[src/rtl/core_bus_arbiter.sv]
// Core-to-core instruction bus server: round-robin arbitration among senders,
// then a one-cycle registered delivery to one core or to every other core.
module core_bus_arbiter #(
  parameter  int NUM_CORES     = 4,
  parameter  int INSTR_WIDTH   = 2,
  localparam int CORE_ID_WIDTH = $clog2(NUM_CORES)
) (
  input  logic                                 clk,
  input  logic                                 rst,
  input  logic [NUM_CORES-1:0]                 send_req,
  input  logic [NUM_CORES-1:0]                 broadcast_mode,
  input  logic [NUM_CORES*CORE_ID_WIDTH-1:0]   dst_ids,
  input  logic [NUM_CORES*INSTR_WIDTH-1:0]     instructions,
  output logic [NUM_CORES-1:0]                 send_grant,
  output logic [NUM_CORES-1:0]                 recv_valid,
  output logic [CORE_ID_WIDTH-1:0]             src_id,
  output logic [INSTR_WIDTH-1:0]               instruction,
  output logic                                 busy,
  output logic                                 dropped
);

  typedef enum logic {ARB, DELIVER} state_t;

  typedef struct packed {
    logic [CORE_ID_WIDTH-1:0] win;
    logic                     bcast;
    logic [CORE_ID_WIDTH-1:0] dst;
    logic [INSTR_WIDTH-1:0]   instr;
  } sel_t;

  state_t                   state;
  logic [CORE_ID_WIDTH-1:0] rr_ptr;
  sel_t                     sel;
  logic                     found;
  logic [NUM_CORES-1:0]     grant_nxt;
  logic [NUM_CORES-1:0]     recv_nxt;
  logic                     drop_nxt;

  // First requester at or after rr_ptr, wrapping modulo NUM_CORES.
  always_comb begin
    sel   = '0;
    found = 1'b0;
    for (int k = 0; k < NUM_CORES; k++) begin
      if (!found && send_req[(int'(rr_ptr) + k) % NUM_CORES]) begin
        found   = 1'b1;
        sel.win = CORE_ID_WIDTH'((int'(rr_ptr) + k) % NUM_CORES);
      end
    end
    sel.bcast = broadcast_mode[sel.win];
    sel.dst   = dst_ids[int'(sel.win)*CORE_ID_WIDTH +: CORE_ID_WIDTH];
    sel.instr = instructions[int'(sel.win)*INSTR_WIDTH +: INSTR_WIDTH];
  end

  // Out-of-range unicast destinations match no lane, so recv_nxt is all zero.
  for (genvar i = 0; i < NUM_CORES; i++) begin : g_lane
    assign grant_nxt[i] = (sel.win == CORE_ID_WIDTH'(i));
    assign recv_nxt[i]  = sel.bcast ? (sel.win != CORE_ID_WIDTH'(i))
                                    : (sel.dst == CORE_ID_WIDTH'(i));
  end

  assign drop_nxt = !sel.bcast && (int'(sel.dst) >= NUM_CORES);

  always_ff @(posedge clk) begin
    if (rst) begin
      state       <= ARB;
      rr_ptr      <= '0;
      send_grant  <= '0;
      recv_valid  <= '0;
      src_id      <= '0;
      instruction <= '0;
      busy        <= 1'b0;
      dropped     <= 1'b0;
    end else begin
      case (state)
        ARB: begin
          if (|send_req) begin
            state       <= DELIVER;
            send_grant  <= grant_nxt;
            recv_valid  <= recv_nxt;
            src_id      <= sel.win;
            instruction <= sel.instr;
            busy        <= 1'b1;
            dropped     <= drop_nxt;
            rr_ptr      <= CORE_ID_WIDTH'((int'(sel.win) + 1) % NUM_CORES);
          end
        end
        DELIVER: begin
          // src_id / instruction keep their last values.
          state      <= ARB;
          send_grant <= '0;
          recv_valid <= '0;
          busy       <= 1'b0;
          dropped    <= 1'b0;
        end
        default: state <= ARB;
      endcase
    end
  end

endmodule

[config.mk]
export PLATFORM = sky130hd
export DESIGN_NAME = core_bus_arbiter
export DESIGN_NICKNAME = d
export VERILOG_FILES = /design/src/rtl/core_bus_arbiter.sv
export SDC_FILE = /design/constraint.sdc
export NUM_CORES = 1
export LEC_CHECK = 0
export ABC_AREA = 0
export CAP_MARGIN = 0
export CORE_UTILIZATION = 45
export DETAILED_ROUTE_END_ITERATION = 12
export DONT_BUFFER_PORTS = 1
export GPL_ROUTABILITY_DRIVEN = 1
export PLACE_DENSITY = 0.69
export REMOVE_ABC_BUFFERS = 1
export SLEW_MARGIN = 25
export SYNTH_ARGS = -nofsm -noshare
export SYNTH_HDL_FRONTEND = slang
export SYNTH_SLANG_ARGS = --single-unit
[constraint.sdc]
create_clock -name clk -period 1.75 [get_ports clk]
set_input_delay 0.2625 -clock clk [delete_from_list [all_inputs] [get_ports clk]]
set_output_delay 0.2625 -clock clk [all_outputs]
set_load 0.01 [all_outputs]
==> results by group <==
Synth
  • Synth async-reset ratio: 0%
  • Synth Area per Inst: 8.26 um^2
  • Fraction of the mapped netlist area in simple logic gates: between 20% and 30%
  • Synth Flop Type: dfxtp_1
  • Count leader, synth: dfxtp_1
  • Adder-Cell Fraction of Synth Area: around 4.9%
  • Post-Syn Area: 1020 um^2
  • Area leader, netlist: dfxtp_1
  • Synth Instances: 124
  • EDFF count, synth: 0
  • Top cells by area, synth: dfxtp_1 (31%), nand3_1 (5.4%), ha_1 (4.9%), mux2i_1 (4.9%), nand2_1 (4.8%)
  • Mux contribution to synthesized area: under 10%
  • XOR/XNOR share of the synthesized area: 0%
  • Main combinational cell family by area after synthesis: simple AND/OR/NAND/NOR gates
  • Top cell type's share of synthesized area: 31.3%
  • Synth top cells by count: dfxtp_1 (16), nand2_1 (13), nand3_1 (11), nor2_1 (11)
  • Sequential fraction of the synthesis area: 31.3%
  • Netlist cell types: 38
  • Post-synthesis register bit count: 16
  • Syn. warnings: 0
  • Compound-Gate Fraction of Synth Area: 24.7%

Power and ir drop
  • Power Density: 932 nW/um^2
  • Peak VDD IR: 0.468 mV
  • Leakage power: 0.457 nW

STA
  • WHS: 14.4 ps
  • Setup TNS: 0 ps
  • Fin worst setup slack: 52.6 ps
  • Fmax: slightly below 0.6 GHz
  • Worst Skew: 8.21 ps
  • RSZ-0062 raised after global routing: true
  • Final setup viols: 0
  • Final hold vios: 0
  • Final period util: 97.0%
  • Min Clock Period, post-route: 1700 ps
  • Max Slew Vio Count: 0

Worst setup path
  • CP Max Fanout: 8
  • Max stage delay on crit path: 450 ps
  • Critical-path top delay cell: a221o_2
  • Endpoint class of the critical path: register
  • Startpoint Class: register
  • Critical Path RT: 1980 ps
  • Crit path DAT: 1920 ps
  • CP Class: reg2reg
  • CP Cell Sequence: nand2_2 -> a221o_2 -> nand2_4 -> clkinv_4 -> ha_2 -> nand2_1 -> a21oi_2

Clock tree
  • Clock sinks: 16
  • Clk slew on worst S/H paths: 100 ps
  • Num CTS Buffers: 3
  • CTS tree: yes
  • Clock Path Buffers: 2
  • Clock H-tree levels: 1
  • Clock insertion delay at the later pin of the skew report: between 200 and 300 ps
  • Root buf cell: clkbuf_4
  • Hold_buf cts: 0

Placement
  • Routability cong.: 0.858
  • Dpl cells: approximately 150
  • Port buffer count: 0
  • HPWL Detailed: 1.88 mm
  • Setup Slack @ Placement: -46.6 ps

Routing
  • Drt wl/cell: 15.2 um
  • Post-Route WL: between 2 and 2.5 mm
  • Vias after detailed routing: 956
  • Detail Route Antenna Nets: 0
  • DRC viols: 0
  • Initial drt markers: 25
  • First-pass iteration count of the detailed router: 4
  • Post-DR vias/cell: 6.01

Global route
  • GRT Total Usage: 20.2%
  • Largest net degree at the start of global routing: 10
  • Vias in the first global route: 913
  • Antenna violations before repair: 0
  • Grt ovf: 0
  • First-pass GRT wire length: 3.87 mm

Floorplan
  • Top-Level Pins: 40
  • Site Rows: 16
  • Die W: 49.7 um
  • Area of the core: 2040 um^2
  • Die height: about 50 um
  • Die area: 2470 um^2
  • Starting density of the core: about half

Finish
  • Filler-free cell count of the finished design: 159
  • Share of post-route cells with drive strength above 1: between 20% and 30%
  • Final Core Density: 58.5%
  • Ant diodes: 0
  • Synth-to-Final Area Change: 16.6%
  • Post-layout nets: between 150 and 200
  • # fillers: 200

Min path
  • Min-Delay Path Class: in2reg

Run
  • Max-cap violations: 0

Status
  • Status: completed
-- cell families (layout without fill, tap and decap cells) --
group,after synthesis,in the layout
mux,5,5
fa+ha+maj,4,4
compound gates,36,36
buf+inv,11,19
flops,16,16
other cells,1,1
simple gates,51,51
-- placed cells by master (no fill, tap or decap), types with 2 or more instances in the layout --
| cell | netlist | layout |
|---|---|---|
| nand2_1 | 13 | 12 |
| o211ai_1 | 2 | 2 |
| and3_1 | 4 | 3 |
| inv_1 | 3 | 3 |
| a32oi_1 | 4 | 4 |
| buf_4 | 2 | 8 |
| a311o_1 | 2 | 2 |
| buf_6 | 1 | 2 |
| a211oi_2 | 0 | 2 |
| ha_2 | 0 | 3 |
| nand3_1 | 11 | 10 |
| nor2b_1 | 3 | 3 |
| clkbuf_4 | 0 | 3 |
| o21ai_0 | 3 | 3 |
| o21ai_1 | 7 | 7 |
| a21oi_1 | 7 | 6 |
| a21boi_1 | 2 | 2 |
| mux2i_1 | 5 | 5 |
| dfxtp_1 | 16 | 15 |
| nor2_1 | 11 | 10 |
-- routing by layer --
metal / routed length [um] / vias up / global-route usage [%]
met5: 0 / - / 0
met4: 38 / 0 / 3.33
met3: 192 / 7 / 8.64
met2: 1140 / 36 / 34.9
met1: 1040 / 441 / 23.3
li1: - / 472 / -
-- path summary, 6_finish.rpt --
check / to / depth (start not counted) / slack (ps) / start
hold / removal: rr_ptr[1] / 1 / 10 / rst
setup / recovery: rr_ptr[1] / 7 / 50 / rr_ptr[1]
setup reg to reg: rr_ptr[1] / 7 / 50 / rr_ptr[1]
hold reg to reg: busy / 2 / 500 / busy
-- power by group --
group          internal (W)  switching, W  leakage (nW)  total, W
clock network      0.000127      0.000117        0.0210  0.000244
registers          0.000412     0.0000501         0.133  0.000462
logic              0.000186      0.000222         0.303  0.000408
total              0.000725      0.000390         0.457   0.00111
-- state kept, by name, summed over array words and instances, names as in the netlist --
name,cells
recv_valid,4
send_grant,4
instruction,2
rr_ptr,2
src_id,2
busy,1
state,1
-- stage by stage --
stage / area, um^2 / power [W]
global route: 1190 / 0.00119
CTS: 1120 / 0.00107
floorplan: 987 / 0.000723
detailed placement: 1080 / 0.000824
global placement: 1080 / 0.000812
finish: 1190 / 0.00111
-- worst max-delay path, delay by kind of cell, from the launching register on --
family,cells,cell delay [ps]
buf+inv,1,80
fa+ha+maj,1,310
flops,1,380
simple gates,3,270
compound gates,2,590
-- what timing repair did --
| action | in CTS | in global routing |
|---|---|---|
| endpoints found under the setup margin | 8 | 7 |
| cloned | 0 | 0 |
| resized for setup | 2 | 15 |
| pin swaps | 1 | 7 |
| setup buffers | 0 | 2 |
-- cell type report --
| cell class | count | area, um^2 | area share, % |
|---|---|---|---|
| clock buffer | 4 | 36.3 | 3.04 |
| multi-input combinational | 97 | 694 | 58.1 |
| tap | 27 | 33.8 | 2.83 |
| timing repair buffer | 10 | 82.6 | 6.91 |
| inverter | 5 | 23.8 | 1.99 |
| sequential | 16 | 324 | 27.1 |
Power figures use the tool's default switching activity.
